File: src/rtl/cfg_pkg.sv
// Shared types and constants for the configuration loader: FSM states,
// processing-mode encodings and default register-bank addresses.
package cfg_pkg;

    typedef enum logic [2:0] {
        IDLE    = 3'd0,
        WRITE   = 3'd1,
        RD_ADDR = 3'd2,
        RD_CMP  = 3'd3,
        FINISH  = 3'd4
    } cfg_state_t;

    localparam logic [1:0] MODE_BYPASS = 2'b00;
    localparam logic [1:0] MODE_INVERT = 2'b01;
    localparam logic [1:0] MODE_CONV   = 2'b10;

    localparam logic [4:0] DEF_MODE_ADDR = 5'h00;
    localparam logic [4:0] DEF_KERN_BASE = 5'h04;

endpackage

File: src/rtl/cfg_loader.sv
// Programs the mode register and NUM_TAPS kernel taps into the processor bank.
// Define CFG_LOADER_READBACK_EN to verify every entry by readback after writing.
module cfg_loader
    import cfg_pkg::*;
#(
    parameter logic [4:0] MODE_ADDR = DEF_MODE_ADDR,
    parameter logic [4:0] KERN_BASE = DEF_KERN_BASE,
    parameter int         NUM_TAPS  = 9
) (
    input  logic                  clk,
    input  logic                  resetn,
    input  logic                  start,
    input  logic                  abort,
    input  logic [1:0]            mode,
    input  logic [8*NUM_TAPS-1:0] kern,
    output logic                  reg_write_en,
    output logic [4:0]            reg_addr,
    output logic [7:0]            reg_wdata,
    input  logic [7:0]            reg_rdata,
    output logic                  busy,
    output logic                  done,
    output logic                  err,
    output logic [4:0]            err_addr
);

    localparam int IW = $clog2(NUM_TAPS + 1);
    localparam logic [IW-1:0] LAST_IDX = IW'(NUM_TAPS);

`ifdef CFG_LOADER_READBACK_EN
    localparam bit READBACK = 1'b1;
`else
    localparam bit READBACK = 1'b0;
`endif

    cfg_state_t            state_reg, state_next;
    logic [IW-1:0]         idx_reg, idx_next;
    logic [1:0]            mode_reg, mode_next;
    logic [8*NUM_TAPS-1:0] kern_reg, kern_next;
    logic                  wen_reg, wen_next;
    logic [4:0]            addr_reg, addr_next;
    logic [7:0]            wdata_reg, wdata_next;
    logic                  busy_reg, busy_next;
    logic                  done_reg, done_next;
    logic                  err_reg, err_next;
    logic [4:0]            err_addr_reg, err_addr_next;

    function automatic logic [4:0] entry_addr(input logic [IW-1:0] idx);
        return (idx == '0) ? MODE_ADDR : 5'(KERN_BASE + 5'(idx) - 5'd1);
    endfunction

    // Index 0 is the mode byte; index i selects tap i-1.
    function automatic logic [7:0] entry_data(input logic [IW-1:0] idx,
                                              input logic [1:0] m,
                                              input logic [8*NUM_TAPS-1:0] k);
        logic [7:0] d;
        d = {6'b0, m};
        for (int t = 0; t < NUM_TAPS; t++) begin
            if (idx == IW'(t + 1)) d = k[8*t +: 8];
        end
        return d;
    endfunction

    logic rd_mismatch;
    assign rd_mismatch = (reg_rdata != entry_data(idx_reg, mode_reg, kern_reg));

    always_comb begin
        state_next    = state_reg;
        idx_next      = idx_reg;
        mode_next     = mode_reg;
        kern_next     = kern_reg;
        wen_next      = 1'b0;
        addr_next     = addr_reg;
        wdata_next    = wdata_reg;
        busy_next     = busy_reg;
        done_next     = 1'b0;
        err_next      = err_reg;
        err_addr_next = err_addr_reg;

        if (state_reg != IDLE && abort) begin
            state_next = IDLE;
            idx_next   = '0;
            busy_next  = 1'b0;
        end else begin
            case (state_reg)
                IDLE: begin
                    if (start && !abort) begin
                        state_next    = WRITE;
                        idx_next      = '0;
                        mode_next     = mode;
                        kern_next     = kern;
                        wen_next      = 1'b1;
                        addr_next     = entry_addr('0);
                        wdata_next    = entry_data('0, mode, kern);
                        busy_next     = 1'b1;
                        err_next      = 1'b0;
                        err_addr_next = 5'd0;
                    end
                end
                WRITE: begin
                    if (idx_reg == LAST_IDX) begin
                        idx_next = '0;
                        if (READBACK) begin
                            state_next = RD_ADDR;
                            addr_next  = entry_addr('0);
                        end else begin
                            state_next = FINISH;
                            busy_next  = 1'b0;
                            done_next  = 1'b1;
                        end
                    end else begin
                        idx_next   = idx_reg + 1'b1;
                        wen_next   = 1'b1;
                        addr_next  = entry_addr(idx_reg + 1'b1);
                        wdata_next = entry_data(idx_reg + 1'b1, mode_reg, kern_reg);
                    end
                end
                RD_ADDR: state_next = RD_CMP;
                RD_CMP: begin
                    // Only the first mismatch is recorded; readback carries on.
                    if (rd_mismatch && !err_reg) begin
                        err_next      = 1'b1;
                        err_addr_next = entry_addr(idx_reg);
                    end
                    if (idx_reg == LAST_IDX) begin
                        state_next = FINISH;
                        idx_next   = '0;
                        busy_next  = 1'b0;
                        done_next  = 1'b1;
                    end else begin
                        state_next = RD_ADDR;
                        idx_next   = idx_reg + 1'b1;
                        addr_next  = entry_addr(idx_reg + 1'b1);
                    end
                end
                FINISH: state_next = IDLE;
                default: begin
                    state_next = IDLE;
                    busy_next  = 1'b0;
                end
            endcase
        end
    end

    always_ff @(posedge clk) begin
        if (!resetn) begin
            state_reg    <= IDLE;
            idx_reg      <= '0;
            mode_reg     <= 2'b00;
            kern_reg     <= '0;
            wen_reg      <= 1'b0;
            addr_reg     <= 5'd0;
            wdata_reg    <= 8'd0;
            busy_reg     <= 1'b0;
            done_reg     <= 1'b0;
            err_reg      <= 1'b0;
            err_addr_reg <= 5'd0;
        end else begin
            state_reg    <= state_next;
            idx_reg      <= idx_next;
            mode_reg     <= mode_next;
            kern_reg     <= kern_next;
            wen_reg      <= wen_next;
            addr_reg     <= addr_next;
            wdata_reg    <= wdata_next;
            busy_reg     <= busy_next;
            done_reg     <= done_next;
            err_reg      <= err_next;
            err_addr_reg <= err_addr_next;
        end
    end

    assign reg_write_en = wen_reg;
    assign reg_addr     = addr_reg;
    assign reg_wdata    = wdata_reg;
    assign busy         = busy_reg;
    assign done         = done_reg;
    // Without readback the compare states are never entered, so the flags are constant 0.
    assign err          = READBACK & err_reg;
    assign err_addr     = READBACK ? err_addr_reg : 5'd0;

endmodule

File: config.mk
export PLATFORM = sky130hd
export DESIGN_NAME = cfg_loader
export DESIGN_NICKNAME = d
export VERILOG_FILES = /design/src/rtl/cfg_pkg.sv /design/src/rtl/cfg_loader.sv
export SDC_FILE = /design/constraint.sdc
export NUM_CORES = 1
export LEC_CHECK = 0
export ABC_AREA = 1
export BUFFER_PORTS_ARGS = -buffer_cell sky130_fd_sc_hd__buf_2
export CAP_MARGIN = 20
export CORE_MARGIN = 2
export CORE_UTILIZATION = 25
export CTS_BUF_LIST = sky130_fd_sc_hd__clkbuf_4
export DETAILED_ROUTE_END_ITERATION = 12
export GPL_TIMING_DRIVEN = 0
export PLACE_DENSITY = 0.46
export SYNTH_ARGS = -nofsm -noshare
export SYNTH_HDL_FRONTEND = slang
export SYNTH_SLANG_ARGS = --single-unit
File: constraint.sdc
create_clock -name clk -period 2.3 [get_ports clk]
set_clock_uncertainty 0.15 [all_clocks]
set_input_delay 0.115 -clock clk [delete_from_list [all_inputs] [get_ports clk]]
set_output_delay 0.115 -clock clk [all_outputs]
set_load 0.005 [all_outputs]
==> summary by stage <==
Global route
For this run, global-route usage on met1 was measured as 19.46%. The met2 demand-to-capacity share in global routing is 25.75%. The number of global-route vias before repair is 4565. The most congested layer reported by global routing is met2. The global-route total usage across every layer is 15.07%. The met3 usage is 1.761%. Entering global routing, the biggest net connects 16 pins. After global routing the overflow that remains totals 0.

The wire length of the first global-routing pass is 22920 µm. The initial antenna violation count is 1.

Clocking
The cell sitting at the root of the clock tree is a clkbuf_4. The longest clock path from root to sink contains 2 buffers. Clock tree synthesis found a total of 97 sinks. The total number of H-tree levels is 3.

The insertion delay to the later sink of the worst-skew pair is 0.49 ns. TritonCTS created 9 clock buffers. The clock transition at the registers of the reported paths is 0.16 ns. The clock tree from TritonCTS is done.

Routing
The remaining design rule violation count is 0. The average detailed-routed wire length per instance is 13.11 µm. The average via count per standard cell is 4.222. The total number of vias is 4657. The count of TritonRoute iterations in the first routing pass is 4. The count of nets left with antenna violations once routing finished came out at 0. The total wire length is 14460 µm. The detailed router finished its first iteration with 178 violations.

Die
Measured along the x axis, the die boundary spans 138.9 µm. The floorplan has 49 rows. The core region is 17900 µm².

The die covers 19290 µm². The total I/O pin count is 108. The floorplan step set the die height to 138.9 µm. Once the floorplan was initialized, standard cells occupied 25.41% of the core.

Critical path
The required time reported for the critical path endpoint is 2.55 ns. The worst setup path is of the reg -> reg kind. Data arrives at the worst endpoint at 2.55 ns.

Measured in cells, the most critical reg-to-reg path has a length of 17. The nature of the critical path startpoint is a register. The biggest fanout along the worst timing path is 10. The worst reg2reg path endpoint is reg_wdata[0]$_SDFFE_PN0P_. The worst register-to-register path begins at idx_reg[1]$_SDFFE_PP0P_. The endpoint class of the critical path is a register. Setup slack on the worst reg-to-reg path comes out at -0.0009 ns.

Timing
After layout, the worst setup slack is -0.0008871 ns. The max-slew violation total from the final report is 0. The worst hold slack after final layout is 0.08244 ns.

At the pin with the least slew margin, the transition time is 0.5375 ns. The total count of hold-check failures in the final report is 0. The share of the clock period used by the worst path is 100.0%. Setup violations remaining at the end of the flow were counted as 1. The headroom to the max-slew limit is 64.17%. The highest clock frequency the design can meet is 0.4346 GHz. Setup repair after global routing could not meet its margin everywhere. The smallest clock period supported by the final layout is computed as 2.301 ns.

Yosys
Summing every instance area after synthesis gives 4549 µm². After synthesis, the mean cell area works out to 6.770 µm². After synthesis the netlist holds a flip-flop and latch count of 97.

For this run, the register share of the synthesized area comes to 42.68%. After technology mapping, the gate count stands at 672. In this run, distinct cell masters in the synthesized netlist total 30. The warning count from the yosys run is 0.

Status
The final reports fail on negative setup slack. The flow ran to the end, but the final reports show violations.

Placement
The count of buffers added on input and output ports is 93. The sum of net half-perimeters after detailed placement is 10350 µm. The total placed instance area is 5320 µm².

After detailed placement, the design holds a cell count of 999. The last weighted congestion value of the routability-driven placer is 0.8045.

Final layout
The layout net count is 958. Relative to the synthesized area, the layout overhead comes to 40.48%. The register with the most flip-flops in the layout has 72 of them. The number of fill cells is 1995. The cell area after layout is 6391 µm². Cells with a size suffix above 1 make up 20.62% of the layout. The finished layout holds 1103 standard cells, fillers aside.

Once layout is complete, the utilization of the core stands at 35.70%.

Pwr
IR analysis of the VDD net gives a maximum drop of 175.0 µV. Dividing total power by cell area gives a power density of 542.6 nW/µm². The power consumption is 3468 µW. Summed over all cells, the static leakage comes to 0.002955 µW.

Hold path
The startpoint of the lowest-slack hold path is abort. The end point of the worst hold path is reg_wdata[6]$_SDFFE_PN0P_. The kind of path behind the tightest hold check is in -> reg. The number of cells traversed by the worst hold path is 8.

Job
The max-cap check violation count is 0.
worst max path at each step:
stage	slack [ns]	start	depth (start not counted)	to
after CTS	-0.02	idx_reg[0]$_SDFFE_PP0P_	16	reg_wdata[2]$_SDFFE_PN0P_
after global routing	-0.13	idx_reg[1]$_SDFFE_PP0P_	16	reg_wdata[3]$_SDFFE_PN0P_
final	-0.0009	idx_reg[1]$_SDFFE_PP0P_	17	reg_wdata[0]$_SDFFE_PN0P_
after detailed placement	-0.28	idx_reg[0]$_SDFFE_PP0P_	11	reg_wdata[0]$_SDFFE_PN0P_
after floorplan	0.22	idx_reg[0]$_SDFFE_PP0P_	17	reg_wdata[0]$_SDFFE_PN0P_
after global placement	-0.30	idx_reg[0]$_SDFFE_PP0P_	11	reg_wdata[0]$_SDFFE_PN0P_
logic make-up after synthesis:
kind of cell               share of synthesized area [%]
adders and majority gates                          1.100
xor gates and xnor gates                          0.1926
other                                            0.08243
and+or+nand+nor                                    29.87
AOI/OAI and AO/OA                                  15.62
DFF                                                42.68
buffers and inverters                              10.45
layout by cell type (no fill, tap or decap), types with 7 or more instances in the layout:
cell and count:
a21oi_1 36, buf_2 93, buf_4 15, clkbuf_1 22
clkbuf_4 10, dfxtp_1 94, dlygate4sd3_1 77, inv_1 71
nand2_1 111, nand2_2 7, nand3_1 24, nand4_1 10
nor2_1 133, o21ai_0 96, or2_2 11
through the flow:
| step | setup TNS [ns] | setup slack [ns] |
|---|---|---|
| 6_report | -0.0008871 | -0.0008871 |
| 5_1_grt | -0.8169 | -0.1261 |
| 4_1_cts | -0.02719 | -0.02437 |
| 3_5_place_dp | -2.786 | -0.2830 |
| 3_3_place_gp | -4.582 | -0.3040 |
| 2_1_floorplan | 0 | 0.2190 |
synthesized netlist by cell type:
master,number,area [µm²]
nand3_2,1,10.01
conb_1,1,3.750
or2_0,2,12.51
nand4_2,1,12.51
xor2_1,1,8.760
nor3_1,1,5.000
ha_1,4,50.05
a21oi_2,2,17.52
buf_6,2,22.52
inv_1,73,274.0
nor2_4,3,33.78
nand4_1,10,62.56
or2_2,11,68.82
clkinv_1,1,3.750
o211ai_1,1,7.510
a211oi_1,2,15.01
o21ai_0,97,485.5
nand2_2,1,6.260
inv_4,1,6.260
dfxtp_1,97,1942
nor2_8,1,20.02
inv_2,4,15.01
nor2_2,2,12.51
nor2_1,135,506.7
a21oi_1,37,185.2
nand2_1,117,439.2
clkbuf_1,27,101.4
buf_4,7,52.55
nand3_1,27,135.1
nand2_4,3,33.78
critical path, cell delays in order (launching register included):
cell and delay (ns):
dfxtp_4 0.40, ha_4 0.19, inv_4 0.07, nor2_4 0.04
nor2_4 0.22, buf_6 0.14, nand2_4 0.06, nor2_8 0.16
inv_6 0.06, or2_0 0.20, nand3_1 0.08, nand2_1 0.05
nand2_1 0.06, nand2_1 0.05, nand2_1 0.08, nand2_2 0.06
nand2_2 0.07, a21oi_2 0.04
cell type report:
type                    count  area (µm²)  area share, %
diodes                      1       2.502        0.03915
plain buffers              36       182.7          2.858
clock buffers              10       75.07          1.175
clock inverters             6       35.03         0.5482
inverters                  79       309.0          4.836
multi-input cells         465        2222          34.77
flip-flops and latches     97        1951          30.52
well taps                 229       286.5          4.483
repair buffers            180        1328          20.77
metal layers:
| layer | wire [µm] | vias to the layer above |
|---|---|---|
| li1 | - | 2512 |
| met1 | 6841 | 2053 |
| met5 | 0 | - |
| met4 | 283 | 0 |
| met3 | 408 | 17 |
| met2 | 6923 | 75 |
report_power, final:
part           switching, µW  total (µW)  internal, µW
clock network            608         833           225
logic                    446         771           326
registers               57.0        1860          1810
timing repair:
item                                    CTS  global route
resized for setup                         9            32
buffers inserted                          2             7
endpoints found under the setup margin   65            77
endpoints found under the hold margin    83             0
hold buffers                             77             0
pin swaps                                 3            20
cloned                                    1             0
Note: power is estimated with default switching activity, not from simulation.
